--- src/rtl/bf16_pkg.sv ---
// Shared bfloat16 format constants, field layout and small helpers used by the
// multiplier datapath and its operand classifier.
package bf16_pkg;

    localparam int BF16_WIDTH  = 16;
    localparam int BF16_EXP_W  = 8;
    localparam int BF16_FRAC_W = 7;
    localparam int BF16_SIG_W  = BF16_FRAC_W + 1;   // significand incl. hidden bit
    localparam int BF16_PROD_W = 2 * BF16_SIG_W;    // raw significand product
    localparam int BF16_EXPI_W = 10;                // signed exponent intermediate

    localparam int              BF16_BIAS    = 127;
    localparam logic [7:0]      BF16_EXP_MAX = 8'hFF;
    localparam logic [15:0]     BF16_QNAN    = 16'h7FC0;

    typedef struct packed {
        logic       sign;
        logic [7:0] exp;
        logic [6:0] frac;
    } bf16_t;

    // Signed infinity with the given sign.
    function automatic logic [15:0] bf16_inf(input logic sign);
        return {sign, BF16_EXP_MAX, 7'b0};
    endfunction

    // Signed zero with the given sign.
    function automatic logic [15:0] bf16_zero(input logic sign);
        return {sign, 15'b0};
    endfunction

endpackage

--- src/rtl/bf16_classify.sv ---
// Decodes one bfloat16 operand into special-value flags and the significand
// with its hidden bit restored. Subnormals are reported as zero.
module bf16_classify
    import bf16_pkg::*;
(
    input  logic [15:0] x,
    output logic        is_zero,
    output logic        is_inf,
    output logic        is_nan,
    output logic [7:0]  sig
);

    bf16_t f;

    assign f       = x;
    assign is_zero = (f.exp == 8'h00);
    assign is_inf  = (f.exp == BF16_EXP_MAX) && (f.frac == 7'b0);
    assign is_nan  = (f.exp == BF16_EXP_MAX) && (f.frac != 7'b0);
    // Hidden bit is only present for normal numbers; zero/subnormal are
    // overridden by the special-case path downstream anyway.
    assign sig     = {~is_zero, f.frac};

endmodule

--- src/rtl/bfloat16_mult.sv ---
// Two-stage bfloat16 multiplier. Stage 1 forms sign, biased exponent sum,
// significand product and operand classes; stage 2 normalises, rounds to
// nearest-even, resolves special cases and registers the result.
module bfloat16_mult
    import bf16_pkg::*;
(
    input  logic        clk,
    input  logic        reset,
    input  logic        in_valid,
    input  logic [15:0] a,
    input  logic [15:0] b,
    output logic        out_valid,
    output logic [15:0] result
);

    // ------------------------------------------------------------------
    // Operand classification, one classifier per operand
    // ------------------------------------------------------------------
    logic [15:0] op      [2];
    logic [1:0]  op_zero;
    logic [1:0]  op_inf;
    logic [1:0]  op_nan;
    logic [7:0]  op_sig  [2];

    assign op[0] = a;
    assign op[1] = b;

    generate
        for (genvar gi = 0; gi < 2; gi++) begin : g_classify
            bf16_classify u_classify (
                .x       (op[gi]),
                .is_zero (op_zero[gi]),
                .is_inf  (op_inf[gi]),
                .is_nan  (op_nan[gi]),
                .sig     (op_sig[gi])
            );
        end
    endgenerate

    // ------------------------------------------------------------------
    // Stage 1 combinational terms
    // ------------------------------------------------------------------
    logic                          s1_sign_next;
    logic signed [BF16_EXPI_W-1:0] s1_exp_next;
    logic [BF16_PROD_W-1:0]        s1_prod_next;
    logic                          s1_nan_next;
    logic                          s1_infzero_next;
    logic                          s1_inf_next;
    logic                          s1_zero_next;

    assign s1_sign_next    = a[15] ^ b[15];
    assign s1_exp_next     = $signed({2'b00, a[14:7]}) + $signed({2'b00, b[14:7]})
                           - $signed(10'(BF16_BIAS));
    assign s1_prod_next    = {8'b0, op_sig[0]} * {8'b0, op_sig[1]};
    assign s1_nan_next     = |op_nan;
    assign s1_infzero_next = (op_inf[0] & op_zero[1]) | (op_zero[0] & op_inf[1]);
    assign s1_inf_next     = |op_inf;
    assign s1_zero_next    = |op_zero;

    logic                          s1_valid_reg;
    logic                          s1_sign_reg;
    logic signed [BF16_EXPI_W-1:0] s1_exp_reg;
    logic [BF16_PROD_W-1:0]        s1_prod_reg;
    logic                          s1_nan_reg;
    logic                          s1_infzero_reg;
    logic                          s1_inf_reg;
    logic                          s1_zero_reg;

    // Stage 1 valid bit; cleared by reset so in-flight pairs are dropped.
    always_ff @(posedge clk) begin
        if (reset) begin
            s1_valid_reg <= 1'b0;
        end else begin
            s1_valid_reg <= in_valid;
        end
    end

    // Stage 1 datapath registers; qualified by s1_valid_reg downstream.
    always_ff @(posedge clk) begin
        s1_sign_reg    <= s1_sign_next;
        s1_exp_reg     <= s1_exp_next;
        s1_prod_reg    <= s1_prod_next;
        s1_nan_reg     <= s1_nan_next;
        s1_infzero_reg <= s1_infzero_next;
        s1_inf_reg     <= s1_inf_next;
        s1_zero_reg    <= s1_zero_next;
    end

    // ------------------------------------------------------------------
    // Stage 2: normalise, round, special cases
    // ------------------------------------------------------------------
    logic signed [BF16_EXPI_W-1:0] exp_norm;
    logic signed [BF16_EXPI_W-1:0] exp_rnd;
    logic [6:0]                    frac_trunc;
    logic                          guard_bit;
    logic                          sticky_bit;
    logic                          round_up;
    logic [7:0]                    frac_rnd;
    logic [15:0]                   result_next;

    // Normalise the 1x.xx / 01.xx product, round to nearest-even and pick
    // the final encoding with NaN > Inf*0 > Inf > zero > over/underflow.
    always_comb begin
        exp_norm    = s1_exp_reg;
        frac_trunc  = s1_prod_reg[13:7];
        guard_bit   = s1_prod_reg[6];
        sticky_bit  = |s1_prod_reg[5:0];
        if (s1_prod_reg[15]) begin
            exp_norm   = s1_exp_reg + 10'sd1;
            frac_trunc = s1_prod_reg[14:8];
            guard_bit  = s1_prod_reg[7];
            sticky_bit = |s1_prod_reg[6:0];
        end

        round_up = guard_bit & (sticky_bit | frac_trunc[0]);
        frac_rnd = {1'b0, frac_trunc} + {7'b0, round_up};
        // A carry out of the fraction leaves frac_rnd[6:0] at zero, which is
        // exactly the renormalised fraction for the bumped exponent.
        exp_rnd  = exp_norm + $signed({9'b0, frac_rnd[7]});

        if (s1_nan_reg || s1_infzero_reg) begin
            result_next = BF16_QNAN;
        end else if (s1_inf_reg) begin
            result_next = bf16_inf(s1_sign_reg);
        end else if (s1_zero_reg) begin
            result_next = bf16_zero(s1_sign_reg);
        end else if (exp_rnd >= 10'sd255) begin
            result_next = bf16_inf(s1_sign_reg);
        end else if (exp_rnd <= 10'sd0) begin
            result_next = bf16_zero(s1_sign_reg);
        end else begin
            result_next = {s1_sign_reg, exp_rnd[7:0], frac_rnd[6:0]};
        end
    end

    logic        out_valid_reg;
    logic [15:0] result_reg;

    // Output stage; result only changes when a valid product arrives.
    always_ff @(posedge clk) begin
        if (reset) begin
            out_valid_reg <= 1'b0;
            result_reg    <= 16'h0000;
        end else begin
            out_valid_reg <= s1_valid_reg;
            if (s1_valid_reg) begin
                result_reg <= result_next;
            end
        end
    end

    assign out_valid = out_valid_reg;
    assign result    = result_reg;

endmodule

--- config.mk ---
export PLATFORM = sky130hd
export DESIGN_NAME = bfloat16_mult
export DESIGN_NICKNAME = d
export VERILOG_FILES = /design/src/rtl/bf16_pkg.sv /design/src/rtl/bf16_classify.sv /design/src/rtl/bfloat16_mult.sv
export SDC_FILE = /design/constraint.sdc
export NUM_CORES = 1
export LEC_CHECK = 0
export ABC_CLOCK_PERIOD_IN_PS = 5750
export CELL_PAD_IN_SITES_DETAIL_PLACEMENT = 1
export CELL_PAD_IN_SITES_GLOBAL_PLACEMENT = 1
export CORE_UTILIZATION = 35
export CTS_CLUSTER_DIAMETER = 120
export CTS_CLUSTER_SIZE = 10
export DETAILED_ROUTE_END_ITERATION = 10
export PLACE_DENSITY = 0.7
export SYNTH_ARGS = -nofsm -noshare
export SYNTH_HDL_FRONTEND = slang
export SYNTH_SLANG_ARGS = --single-unit
--- constraint.sdc ---
create_clock -name clk -period 5.75 [get_ports clk]
set_input_delay 1.15 -clock clk [delete_from_list [all_inputs] [get_ports clk]]
set_output_delay 1.15 -clock clk [all_outputs]
set_load 0.03 [all_outputs]
# Word level (Yosys, flattened, before mapping)
# Index checks and enable logic that the tools add are counted.
# word_totals
ff_bits,49
inputBits,35
output_inout_bits,17
word_cells,53
# op_classes
n_addsub,5
mul,1
magnitude_cmp,2
n_eq_ne,2
muxes,9
n_bitwise,8
n_reduce_logical,16
# ops
operator,n
$mux W15,4
$eq A8 B8 Y1 const B,2
$logic_not A8 Y1,2
$mul A8 B8 Y16,1
$mux W16,1
$logic_not A7 Y1,2
$reduce_bool A7 Y1,2
$add A10 B2 Y10,1
$add A10 B2 Y10 const B,1
$ge A10 B9 Y1 const B,1
$le A10 B1 Y1 const B,1
$mux W10,1
$sub A9 B7 Y10 const B,1
$add A8 B8 Y9,1
$add A7 B1 Y8,1
$mux W7,1
$reduce_or A7 Y1,1
$reduce_or A2 Y1,3
$reduce_or A6 Y1,1
$logic_and A1 B1 Y1,4
$and A1 B1 Y1,3
$mux W1,2
$not A1 Y1,2
$or A1 B1 Y1,2
other kinds (2),2

# Depth between registers and ports, before layout
# depth
depth_word,12
mapped_depth,18
mapped_depth_nobuf,18

# Modules after synthesis
# From an unflattened synthesis, not the netlist that was laid out.
# hier_totals
hier_cells,545
area_unflattened_um2,4894.7
# by_module_without_submodules
module,n_inst,cells_per_inst,area_each_um2,seq_area_each_um2
bfloat16_mult,1,507,4629.4,980.9
bf16_classify,2,19,132.6,0.0

# Least setup slack after synthesis
# Ideal clock, no wire load.
# synth_path
path_kind,input port to flip-flop
start,input port b[7]
end,register s1_prod_reg[15]
setup_time_ps,72
t_arrival_ps,5309
required_time_ps,5678
path_slack_ps,369
stages,15
n_path_buf,0
path_cell_list,nor4_1 > nand2_1 > and2_1 > fa_1 > fa_1 > fa_1 > inv_1 > fa_1 > inv_1 > ha_1 > a21o_1 > a31o_2 > a41o_1 > o41ai_1 > xnor2_1
# synth_via
elab_chain_len,3
# synth_lines
item,line,text
start: declaration,bfloat16_mult.sv:11,"input logic [15:0] b,"
$logic_not A8 Y1,bf16_classify.sv:16,assign is_zero = (f.exp == 8'h00);
$not A1 Y1,bf16_classify.sv:21,"assign sig = {~is_zero, f.frac};"
$mul A8 B8 Y16,bfloat16_mult.sv:54,"assign s1_prod_next = {8'b0, op_sig[0]} * {8'b0, op_sig[1]};"
net s1_prod_next[15],bfloat16_mult.sv:45,logic [BF16_PROD_W-1:0] s1_prod_next;
end signal: assignment,bfloat16_mult.sv:82,s1_prod_reg <= s1_prod_next;
end: declaration,bfloat16_mult.sv:63,logic [BF16_PROD_W-1:0] s1_prod_reg;
# The timed path passes the listed nets, and every way through them passes these cells.
# A chain may end at the register's enable or synchronous reset.

# Final worst setup path
# layout_path
start,input port a[10]
end,register s1_prod_reg[15]
# layout_via
elab_chain_len,3
# layout_lines
item,line,text
start: declaration,bfloat16_mult.sv:10,"input logic [15:0] a,"
$logic_not A8 Y1,bf16_classify.sv:16,
$not A1 Y1,bf16_classify.sv:21,
$mul A8 B8 Y16,bfloat16_mult.sv:54,
net s1_prod_next[15],bfloat16_mult.sv:45,
# The timed path passes the listed nets, and every way through them passes these cells.

==> reports/results.ini <==
[timing]
rsz0062_at_grt = false
hold_viol = 0
post-route-period-util_pct = 95.8
clock.fmax_mhz = 181
finalSetupViolCount = 0
whs_ns = 0.469
report.final.slew_viol_count = 0
setup_tns_ns = 0
fin_crit_ns = 5.51
slew_headroom_pct = 61.6
fin_skew_ns = 0.00417
worst_pin_slew_ns = 0.574

[logic_synthesis]
yosysUniqueCellTypes = 59
seq_area_frac_synth_pct = 21.1
async_reset_ff_share_pct = 0
synth_area_sq_um = 4650
synthFlopType = dfxtp_1
synth_edf_count = 0
ys_ff_latch = 49
synth_fp_nets = 653
postSynthCellCount = 526
synth.avg_cell_area_sq_um = 8.84
yosysWarningCount = 0

[placement]
numPortBuffers = 51
dp_hpwl_mm = 9.43
gp_congestion = 0.804

[global_route]
grt.overflow.total = 0
first_global_vias = 4086
grt_pass1_wl_mm = 18.9
grt_max_degree = 17
antenna_found_initial = 0
track_usage_pct = 17.4

[floorplan]
die_h_microns = 117
fp.coreArea_sq_um = 12800
ios = 52
start_util_pct = 36.4
die_w_microns = 117
die_area_sq_um = 13800
num_rows = 41

[critical_path]
crit_type = in2reg
path_max_fanout = 2
critPathLaunchType = primary input
reg2reg_from = s1_prod_reg[15]
rr_worst_depth = 15
cp-end-kind = flop
reg2reg_to = result[5]
r2r_slack_ns = 1.42
crit_required_ns = 5.92
cp.arrival_ns = 5.69

[run_status]
outcome = finished clean

[min_path]
worst_hold_path.endpoint = result[4]
hold_start = result[4]
min_path_cells = 1
worstHoldPathType = reg2reg

[clocking]
cts-root-buf = clkbuf_16
htreeDepth = 2
clock-sinks = 49
cts_buffers = 5
path_clk_slew_ns = 0.06
cts_tree = done
clk_latency_ns = 0.29
cts_buffer_depth = 2
cts_hold_buf = 0

[route]
vias = 3852
drc = 0
via_per_inst = 4.90
first_pass_iters = 4
wirelength_mm = 11.1
drt_iter0_drc = 138
wire_per_inst_microns = 14.2
ant_nets = 0

[final_layout]
nets = 740
n_antenna_cell = 0
drive_gt1_share_pct = 11.1
syn2layout_area_growth_pct = 25.2
n_fill_cell = 1484
utilization_pct = 45.6

[job]
maxCapViolCount = 0

[power_and_ir_drop]
powerDensity_nw_per_um2 = 340
p_leak_uw = 0.00260
ir_drop_mv = 0.117

==> worst max-delay path, cell delays in order <==
cell	delay, ns
clkdlybuf4s50_1	0.43
nor4_1	0.32
nand2_1	0.15
and2_1	0.19
fa_1	0.47
fa_1	0.51
fa_1	0.54
inv_1	0.05
fa_1	0.52
inv_1	0.04
ha_1	0.30
a21o_1	0.16
a31o_2	0.22
a41o_1	0.21
o41ai_2	0.31
xnor2_1	0.11
==> cells in the final DEF, fill, tap and decap left out, types with 9 or more instances in the layout <==
master,instances
xnor2_1,23
nor3_1,14
o21ai_0,15
nand2_1,47
buf_4,38
nor2_1,22
dfxtp_1,49
ha_1,55
fa_1,37
clkdlybuf4s50_1,48
and2_1,42
xor2_1,12
a21oi_1,30
inv_1,62
nor2b_1,9
==> cells by family (layout without fill, tap and decap cells) <==
family / after synthesis / count (layout) / share of synthesized area, %
DFF: 49 / 49 / 21.1
and+or+nand+nor: 182 / 182 / 21.1
adders and majority gates: 92 / 92 / 30.7
buffers and inverters: 71 / 159 / 6.00
AOI/OAI and AO/OA: 87 / 87 / 12.3
xor gates and xnor gates: 35 / 35 / 6.59
muxes: 10 / 10 / 2.29
==> report_power, final <==
part	total (uW)	switching, uW	internal (uW)
Clock	329	123	206
Combinational	1140	586	550
Sequential	518	86.0	432
Total	1980	795	1190
==> area by class of cell <==
| class | instances | area, sq um | share of cell area (%) |
|---|---|---|---|
| tap | 172 | 215 | 3.69 |
| clock inverter | 2 | 38.8 | 0.666 |
| inverter | 62 | 233 | 3.99 |
| clock buffer | 6 | 129 | 2.21 |
| multi-input combinational | 406 | 3430 | 58.8 |
| sequential | 49 | 981 | 16.8 |
| timing repair buffer | 89 | 803 | 13.8 |
==> how the worst max path moves through the flow <==
stage	from	endpoint	slack [ns]	cells after the start
2_1_floorplan	b[7]	s1_prod_reg[15]	0.37	15
3_3_place_gp	b[7]	s1_prod_reg[15]	-0.16	16
3_5_place_dp	b[8]	s1_prod_reg[15]	-0.31	16
4_1_cts	b[8]	s1_prod_reg[15]	0.07	16
5_1_grt	a[9]	s1_prod_reg[15]	0.009	16
6_report	a[10]	s1_prod_reg[15]	0.24	16
==> metrics by stage <==
step	std cells	power, uW	cell area (sq um)	worst slack (ns)
6_report	786	1980	5830	0.239
5_1_grt	786	2180	5830	0.00927
4_1_cts	784	1990	5780	0.0662
3_5_place_dp	775	1640	5590	-0.311
3_3_place_gp	775	1600	5590	-0.160
2_1_floorplan	526	1320	4650	0.369
==> Yosys cell counts (2+ instances only) <==
cell type / number / area, sq um
nand2_1: 49 / 184
nand3_1: 8 / 40.0
or2_2: 2 / 12.5
fa_1: 37 / 741
ha_1: 55 / 688
nor2b_1: 9 / 56.3
nand2b_1: 4 / 25.0
dfxtp_1: 49 / 981
inv_1: 62 / 233
a22o_1: 2 / 17.5
xnor2_1: 23 / 201
and3_1: 2 / 12.5
nand3b_1: 2 / 15.0
a21o_1: 4 / 30.0
o21ai_1: 6 / 30.0
nor3b_1: 3 / 22.5
clkbuf_1: 6 / 22.5
nor3_1: 14 / 70.1
a32o_1: 5 / 50.1
o21bai_1: 3 / 22.5
nor4_1: 8 / 50.1
a21oi_1: 30 / 150
nand4_1: 8 / 50.1
nor2_1: 22 / 82.6
xor2_1: 12 / 105
o21a_1: 3 / 22.5
o21ai_0: 16 / 80.1
and2_1: 43 / 269
mux2_2: 5 / 56.3
mux2i_1: 5 / 50.1
==> timing repair <==
action / 4_1_cts / 5_1_grt
pin swaps: 1 / 10
setup endpoints to repair: 1 / 2
resized for setup: 1 / 10
buffers inserted: 1 / 2
==> routing by layer <==
| metal | wire [microns] | global-route usage [%] | vias to the layer above |
|---|---|---|---|
| li1 | - | - | 1949 |
| met1 | 5360 | 21.7 | 1853 |
| met2 | 5440 | 31.5 | 44 |
| met3 | 236 | 1.91 | 6 |
| met4 | 104 | 4.89 | 0 |
| met5 | 0 | 0 | - |
Note: power is estimated with default switching activity, not from simulation.
